<file path="src/rtl/rf_sb_pkg.sv">
// Shared sizing and types for the register-file scoreboard.
package rf_sb_pkg;

    localparam int unsigned NUM_REGS = 32;
    localparam int unsigned ADDR_W   = 5;
    localparam int unsigned CNT_W    = 2;
    localparam int unsigned CNT_MAX  = (1 << CNT_W) - 1;

    typedef logic [ADDR_W-1:0] reg_addr_t;
    typedef logic [CNT_W-1:0]  sb_cnt_t;

endpackage

</file>
<file path="src/rtl/sb_counter.sv">
// Pending-write counter for one register: saturating up/down with synchronous flush.
module sb_counter
    import rf_sb_pkg::*;
(
    input  logic    clk,
    input  logic    rst,
    input  logic    inc,
    input  logic    dec,
    input  logic    flush,
    output sb_cnt_t cnt,
    output logic    is_zero,
    output logic    is_max
);

    localparam sb_cnt_t MaxVal = sb_cnt_t'(CNT_MAX);

    sb_cnt_t cnt_q;
    sb_cnt_t cnt_d;

    always_comb begin
        cnt_d = cnt_q;
        if (flush) begin
            cnt_d = '0;
        end else if (inc && dec) begin
            cnt_d = cnt_q;
        end else if (inc && cnt_q != MaxVal) begin
            cnt_d = cnt_q + sb_cnt_t'(1);
        end else if (dec && cnt_q != '0) begin
            cnt_d = cnt_q - sb_cnt_t'(1);
        end
    end

    always_ff @(posedge clk) begin
        if (rst) begin
            cnt_q <= '0;
        end else begin
            cnt_q <= cnt_d;
        end
    end

    assign cnt     = cnt_q;
    assign is_zero = (cnt_q == '0);
    assign is_max  = (cnt_q == MaxVal);

`ifndef SYNTHESIS
    // A retire with nothing pending means WB and ID disagree about what is in flight.
    assert property (@(posedge clk) disable iff (rst) (dec && !flush) |-> (cnt_q != '0))
        else $error("sb_counter: retire of a register with no pending write");
`endif

endmodule

</file>
<file path="src/rtl/rf_scoreboard.sv">
// RAW / write-count hazard scoreboard for the ID stage.
// Define SB_WB_BYPASS_EN to let a source whose last pending write retires this cycle proceed.
module rf_scoreboard
    import rf_sb_pkg::*;
(
    input  logic      clk,
    input  logic      rst,
    input  logic      issue_valid,
    input  logic      issue_fire,
    input  logic      issue_rf_we,
    input  reg_addr_t issue_rf_waddr,
    input  logic      src1_re,
    input  reg_addr_t src1_addr,
    input  logic      src2_re,
    input  reg_addr_t src2_addr,
    input  logic      retire_fire,
    input  reg_addr_t retire_rf_waddr,
    input  logic      flush,
    output logic      stall,
    output logic      sb_empty
);

    sb_cnt_t             cnt [NUM_REGS];
    logic [NUM_REGS-1:0] is_zero;
    logic [NUM_REGS-1:0] is_max;

    logic inc;
    logic dec;
    logic haz1;
    logic haz2;
    logic byp1;
    logic byp2;
    logic sat;

    // r0 is hard-wired: never pending, never saturated.
    assign cnt[0]     = '0;
    assign is_zero[0] = 1'b1;
    assign is_max[0]  = 1'b0;

    for (genvar i = 1; i < NUM_REGS; i++) begin : g_cnt
        sb_counter u_cnt (
            .clk     (clk),
            .rst     (rst),
            .inc     (inc && (issue_rf_waddr == reg_addr_t'(i))),
            .dec     (dec && (retire_rf_waddr == reg_addr_t'(i))),
            .flush   (flush),
            .cnt     (cnt[i]),
            .is_zero (is_zero[i]),
            .is_max  (is_max[i])
        );
    end

    always_comb begin
        byp1 = 1'b0;
        byp2 = 1'b0;
`ifdef SB_WB_BYPASS_EN
        byp1 = retire_fire && (retire_rf_waddr == src1_addr) && (cnt[src1_addr] == sb_cnt_t'(1));
        byp2 = retire_fire && (retire_rf_waddr == src2_addr) && (cnt[src2_addr] == sb_cnt_t'(1));
`endif
        haz1  = src1_re && (src1_addr != '0) && (cnt[src1_addr] != '0) && !byp1;
        haz2  = src2_re && (src2_addr != '0) && (cnt[src2_addr] != '0) && !byp2;
        sat   = issue_rf_we && (issue_rf_waddr != '0) && is_max[issue_rf_waddr];
        stall = issue_valid && (haz1 || haz2 || sat);
        // A fire during stall is a protocol violation; gating it keeps the counts honest.
        inc   = issue_fire && !stall && issue_rf_we && (issue_rf_waddr != '0);
        dec   = retire_fire && (retire_rf_waddr != '0);
    end

    assign sb_empty = &is_zero;

endmodule

</file>
<file path="config.mk">
export PLATFORM = sky130hd
export DESIGN_NAME = rf_scoreboard
export DESIGN_NICKNAME = d
export VERILOG_FILES = /design/src/rtl/rf_sb_pkg.sv /design/src/rtl/sb_counter.sv /design/src/rtl/rf_scoreboard.sv
export SDC_FILE = /design/constraint.sdc
export NUM_CORES = 1
export LEC_CHECK = 0
export ABC_CLOCK_PERIOD_IN_PS = 3730
export CORE_MARGIN = 2
export CORE_UTILIZATION = 35
export DETAILED_ROUTE_END_ITERATION = 7
export GPL_TIMING_DRIVEN = 0
export PLACE_DENSITY_LB_ADDON = 0.2
export SYNTH_ARGS = -nofsm -noshare
export SYNTH_HDL_FRONTEND = slang
export SYNTH_SLANG_ARGS = --single-unit
</file>
<file path="constraint.sdc">
create_clock -name clk -period 3.73 [get_ports clk]
set_input_delay 0.5595 -clock clk [delete_from_list [all_inputs] [get_ports clk]]
set_output_delay 0.5595 -clock clk [all_outputs]
set_load 0.01 [all_outputs]
</file>
==> results of run 1 <==
critical path: stages:
cell,delay [ns]
clkdlybuf4s50_1,0.57
clkbuf_2,0.31
a2111oi_0,0.10
a211oi_1,0.44
a2111oi_4,0.12
a221oi_4,0.28
and2_4,0.24
inv_8,0.04
buf_8,0.14
dlygate4sd2_1,0.28
through the flow:
step | total power (W) | setup TNS (ns) | area [um2] | std cells
5_1_grt | 0.001840 | 0 | 6369 | 1011
6_report | 0.001786 | 0 | 6369 | 1011
3_3_place_gp | 0.0009739 | -50.07 | 5918 | 990
4_1_cts | 0.001790 | 0 | 6284 | 1007
2_1_floorplan | 0.0008487 | 0 | 5403 | 774
3_5_place_dp | 0.0009728 | -47.15 | 5918 | 990
cell usage after synthesis (4+ instances only):
cell type  number
mux2_2          4
a31oi_1        20
a21o_1          5
o31a_1          7
and2_1         10
o21ai_1         5
o21ai_0        55
clkbuf_1       24
buf_2          20
nand2_1        89
or3b_1          6
a21boi_0        4
nor2b_1        13
o32a_1          4
nand4_1        17
nor3_1         43
nand2b_1        7
a211oi_1        5
mux2i_1         8
mux4_2          5
o2111ai_1       7
or3_1          18
dfxtp_1        62
nand4b_1        4
a2111oi_0       7
a22oi_1         5
nor2_1         67
a21oi_1        50
a311oi_1        7
nor4_1         18
nand3_1        48
o211ai_1        8
nor3b_1        16
and3_1         19
inv_1          18
xnor2_1         5
power by group:
part / leakage (nW) / internal, W / switching, W / total (W)
logic: 1.33 / 0.000112 / 0.000218 / 0.000329
registers: 0.499 / 0.000664 / 0.00000107 / 0.000665
clock network: 0.133 / 0.000481 / 0.000310 / 0.000792
total: 1.97 / 0.00126 / 0.000529 / 0.00179
path summary, 6_finish.rpt:
path                                from                     end  slack, ns  depth (start not counted)
setup reg to reg   g_cnt[2].u_cnt.cnt[1]   g_cnt[2].u_cnt.cnt[0]       0.31                         12
setup / recovery       issue_rf_waddr[2]                   stall       0.07                         10
hold reg to reg   g_cnt[13].u_cnt.cnt[1]  g_cnt[13].u_cnt.cnt[1]       0.50                          2
hold / removal    g_cnt[13].u_cnt.cnt[1]  g_cnt[13].u_cnt.cnt[1]       0.50                          2
timing repair:
item / 4_1_cts / 5_1_grt
cloned: 0 / 1
hold buffers: 0 / 0
pin swaps: 0 / 6
buffers inserted: 3 / 3
setup endpoints to repair: 61 / 17
resized for setup: 24 / 23
logic make-up after synthesis:
logic type	count (synthesis)	share of synthesized area, %
and+or+nand+nor	398	38.77
AOI/OAI and AO/OA	223	27.24
buffers and inverters	69	5.813
DFF	62	22.97
muxes	17	4.400
xor gates and xnor gates	5	0.8105
layout make-up:
| class | instances | area (um2) | area share (%) |
|---|---|---|---|
| Inverter | 20 | 82.58 | 1.297 |
| Clock buffer | 14 | 264.0 | 4.145 |
| Tap cell | 188 | 235.2 | 3.694 |
| Sequential cell | 62 | 1241 | 19.49 |
| Multi-Input combinational cell | 643 | 3923 | 61.59 |
| Timing Repair Buffer | 35 | 340.3 | 5.344 |
| Buffer | 48 | 277.8 | 4.361 |
| Clock inverter | 1 | 5.005 | 0.07859 |
metal layers:
metal  routed length, um  global-route usage (%)  share of wire [%]  up-vias
met3                2111                   6.803                 10       59
met2                8834                   37.08                 43      317
met4                 763                   12.61                3.7        0
li1                    -                       -                  -     3028
met1                8934                   33.92                 43     2981
met5                   0                       0                  0        -
cell usage in the layout (no fill, tap or decap), types with 8 or more instances in the layout:
master / synthesis / final
nand3_1: 48 / 48
and3_1: 19 / 19
nand2_1: 89 / 89
o21ai_0: 55 / 54
a21oi_1: 50 / 48
nor2_1: 67 / 65
dfxtp_1: 62 / 62
clkdlybuf4s50_1: 0 / 21
or3_1: 18 / 18
nor3b_1: 16 / 16
buf_6: 2 / 9
clkbuf_16: 0 / 9
o211ai_1: 8 / 8
a31oi_1: 20 / 20
and2_1: 10 / 10
nor3_1: 43 / 42
nor4_1: 18 / 17
nand4_1: 17 / 17
buf_2: 20 / 14
inv_1: 18 / 17
mux2i_1: 8 / 8
clkbuf_1: 24 / 24
nor2b_1: 13 / 13
==> impl_results.md, run 1 <==
* Worst-path maximum fanout at 10
* Routed Antenna Nets at 0
* Worst vdd ir at between 150 and 200 uV
* Pre-CTS setup slack at -1.328 ns
* Crit end category: output port
* Vias per cell at 6.316
* Synth area leaders: dfxtp_1 (23%), nand2_1 (6.2%), o21ai_0 (5.1%), nor2_1 (4.7%), a21oi_1 (4.6%)
* Max-Cap Viols at 0
* Synthesized instance count at between 700 and 800
* Initial cell density of the core at between 30% and 40%
* Netlist Area Pre-Place at around 5400 um2
* Die width at around 130 um
* Layout cells sized above 1 at 9.721%
* Post-layout util at between 40 and 50%
* Final HPWL DP at roughly 15000 um
* Largest net degree at the start of global routing at 14
* I/O pin count at 31
* Clock Path Buffers at 2
* Antenna violations before repair at 0
* EDFF count, synth at 0
* RSZ-0062 raised after global routing: false
* FILL cells at approximately 1600
* Largest register FFs at slightly above 60
* CTS clk-pin slew, worst paths at approximately 0.050 ns
* Min cycle time layout at ~3.7 ns
* Die area at 16450 um2
* Layout area overhead at 17.88%
* Vias in the first global route at ~5700
* Nets@finish at about 850
* Root Buffer: clkbuf_16
* Hold/Removal Path Class: register to register
* Grt ovf at 0
* Max-slew violations at 0
* Slew @ Worst Pin at a little under 0.9 ns
* Syn Area/Cell at around 7.0 um2
* F_max at between 200 and 300 MHz
* Worst-Skew Late Latency at between 0.3 and 0.4 ns
* Clk sinks at a little over 60
* Yosys cell types at slightly above 70
* Primary FF master, synth: dfxtp_1
* DRC at 1
* Failing checks: design-rule violations
* ANT cells at 0
* IO Port Bufs at 28
* CTS tree: done
* Total core area at 15150 um2
* Ys async rst share at 0%
* Leak at 1.966 nW
* Total CTS buffers at 9
* Startpoint Class: input port
* Crit path arrival time at about 3.1 ns
* Top cell type's share of synthesized area at 22.97%
* Synth Register Bits at 62
* YS warnings at 0
* Final setup violation count at 0
* WL/cell at between 20 and 25 um
* Worst slew margin at ~40%
* Vias post-DR at ~6400
* CTS HTree Levels at 3
* GRT Overall Usage at about 25%
* Placer Congestion at 0.9520
* PD cells at between 200 and 300 nW/um2
* Register area share after synthesis at approximately 23%
* Cell taking the most area after synthesis: dfxtp_1
* First-pass GRT wire length at between 30000 and 40000 um
* Row count at 45
* Pre-antenna DRT Iters at 8
* Clock Skews at 0.007300 ns
* Die Ht at ~130 um
* Fin. Hold Viols at 0
* Syn nets at approximately 800
* Final wirelength at 20640 um
* Kind of critical path: input port to output port
* DRT iter0 DRCs at about 670
* Worst EP required at around 3.2 ns
* Min Hold Slack at between 0.5 and 0.6 ns
* Final period utilization at between 90% and 100%
* Final worst slack at around 0.067 ns
* Outcome: finished with violations
Note: power is estimated with default switching activity, not from simulation.
==> run 2, diff against run 1 <==
- CORE_MARGIN: 2 -> 10
- PLACE_DENSITY: unset -> 0.61
- PLACE_DENSITY_LB_ADDON: 0.2 -> unset
==> impl_results.md, run 2 (synthesis results as in run 1) <==
* Area after DPL at 5918 um2
* IO Port Bufs at 28
* Hold-fix buffers, CTS at 0
* Largest delay share family, worst path: buffers and inverters
* Max-slew violations at 0
* Antenna violations before repair at 0
* FILL cells at ~1600
* Crit path to: stall
* Clock Path Buffers at 2
* Leak at between 1.5 and 2 nW
* Worst Path Buf+Inv at 5
* Total CTS buffers at 9
* Pre-antenna DRT Iters at 6
* Max-Cap Viols at 0
* DRC at 0
* CP max stage cell: clkdlybuf4s50_1
* Total core area at between 15000 and 20000 um2
* Initial cell density of the core at 35.67%
* Startpoint Class: input port
* Root Buffer: clkbuf_16
* Final Cell Area at about 6400 um2
* Clk sinks at 62
* Final wirelength at 20430 um
* Nets@finish at roughly 850
* Final HPWL DP at around 15000 um
* ANT cells at 0
* Clock Skews at 0.009472 ns
* First-pass GRT wire length at approximately 32000 um
* Largest register FFs at 62
* Worst-path maximum fanout at 10
* Die area at 20810 um2
* R2R depth at 11
* Kind of critical path: input port to output port
* Crit end category: output port
* Commonest non-fill, non-tap cell in the layout: nand2_1
* Fin. Hold Viols at 0
* Worst EP required at 3.17 ns
* Worst slew margin at 41.67%
* Final period utilization at a little over nine tenths
* Row count at between 40 and 50
* Area of the multi-input gates at 3918 um2
* WL/cell at roughly 20 um
* Worst-Skew Late Latency at around 0.36 ns
* Vias per cell at between 6 and 7
* CTS HTree Levels at 3
* Vias in the first global route at a little under 6000
* FF+latch area at ~1200 um2
* Placer Congestion at 1.022
* Most frequent cells in the layout: nand2_1 (89), nor2_1 (65), dfxtp_1 (62), o21ai_0 (55), a21oi_1 (50)
* Die width at between 100 and 150 um
* CTS tree: done
* Hold/Removal Path Class: register to register
* CP Cell Sequence: clkdlybuf4s50_1 -> clkbuf_4 -> nor3_1 -> a2111oi_1 -> nor4_1 -> a311oi_4 -> a221oi_4 -> and2_4 -> inv_8 -> buf_8 -> clkdlybuf4s15_2
* Die Ht at roughly 140 um
* Reg-to-Reg Start: g_cnt[27].u_cnt.cnt[0]
* Final setup violation count at 0
* I/O pin count at 31
* F_max at approximately 270 MHz
* PD cells at 308.8 nW/um2
* Vias post-DR at around 6400
* Largest net degree at the start of global routing at 12
* Min cycle time layout at between 3 and 4 ns
* CP Launch Point: src2_addr[1]
* Reg2reg end: g_cnt[14].u_cnt.cnt[0]
* Crit path arrival time at slightly above 3 ns
* Routed Antenna Nets at 0
* Grt ovf at 0
* DRT iter0 DRCs at ~770
* CTS clk-pin slew, worst paths at about 0.050 ns
* Layout cells sized above 1 at roughly 9.7%
* Total chip power at just under 0.002 W
* Slew @ Worst Pin at roughly 0.87 ns
* RSZ-0062 raised after global routing: false
* Min Hold Slack at about 0.5 ns
* Worst vdd ir at 237.4 uV
* GRT Overall Usage at slightly below 20%
* Layout area overhead at 18.87%
* R2R Setup Slk at 0.37 ns
* Crit path largest cell delay at 0.51 ns
* WP depth at 11
* Outcome: complete, no violations
==> run 2: cell types whose count changed in the layout (fill, tap and decap cells not counted), sizes merged <==
cell / previous run / this run
clkdlybuf4s50: 21 / 22
bufinv: 0 / 3
clkbuf: 38 / 36
dlymetal6s2s: 3 / 2
clkdlybuf4s15: 0 / 1
dlygate4sd2: 4 / 3
clkinvlp: 0 / 2
buf: 31 / 29
==> run 2: worst min path at each step <==
stage | startpoint | end | slack [ns] | depth (start not counted)
finish | g_cnt[13].u_cnt.cnt[1] | g_cnt[13].u_cnt.cnt[1] | 0.50 | 2
global route | g_cnt[11].u_cnt.cnt[1] | g_cnt[11].u_cnt.cnt[0] | 0.55 | 2
CTS | g_cnt[31].u_cnt.cnt[1] | g_cnt[31].u_cnt.cnt[1] | 0.50 | 2
detailed placement | g_cnt[31].u_cnt.cnt[1] | g_cnt[31].u_cnt.cnt[1] | 0.49 | 2
global placement | g_cnt[12].u_cnt.cnt[1] | g_cnt[12].u_cnt.cnt[1] | 0.49 | 2
floorplan | g_cnt[13].u_cnt.cnt[1] | g_cnt[13].u_cnt.cnt[1] | 0.46 | 2
==> run 2: where the power goes <==
| part | switching (W) | internal (W) |
|---|---|---|
| registers | 0.00000109 | 0.000663 |
| logic | 0.000215 | 0.000112 |
| clock network | 0.000341 | 0.000651 |
| total | 0.000557 | 0.00143 |
==> run 2: layout make-up <==
class	instances	share of cell area, %
multi-input combinational	643	61.00
sequential	62	19.33
timing repair buffer	35	5.280
buffer	48	4.169
tap	188	3.663
clock buffer	10	3.565
clock inverter	6	1.714
inverter	20	1.286
==> run 2: repair_timing <==
action / CTS / global route
setup endpoints to repair: 61 / 28
buffers inserted: 3 / 4
gates resized for setup: 25 / 15
pin swaps: 0 / 1
==> run 2: worst min-delay path: stages, from the launching register on <==
cell and delay, ns:
dfxtp_1 0.34, nand2_1 0.06, a21oi_1 0.05
==> run 2: stage by stage <==
step	instances	setup slack, ns	util (%)	TNS (ns)
floorplan	774	0.5843	-	0
global placement	990	-1.411	39.07	-50.53
detailed placement	990	-1.367	39.07	-47.64
CTS	1008	0.02566	41.96	0
global route	1012	0.002905	42.40	0
finish	1012	0.08520	42.40	0
==> run 2: per-layer routing <==
layer,vias up,GRT usage (%),wire length [um]
li1,3038,-,-
met1,2978,26.39,8970
met2,308,28.35,8501
met3,43,5.707,2284
met4,0,9.734,677
met5,-,0,0
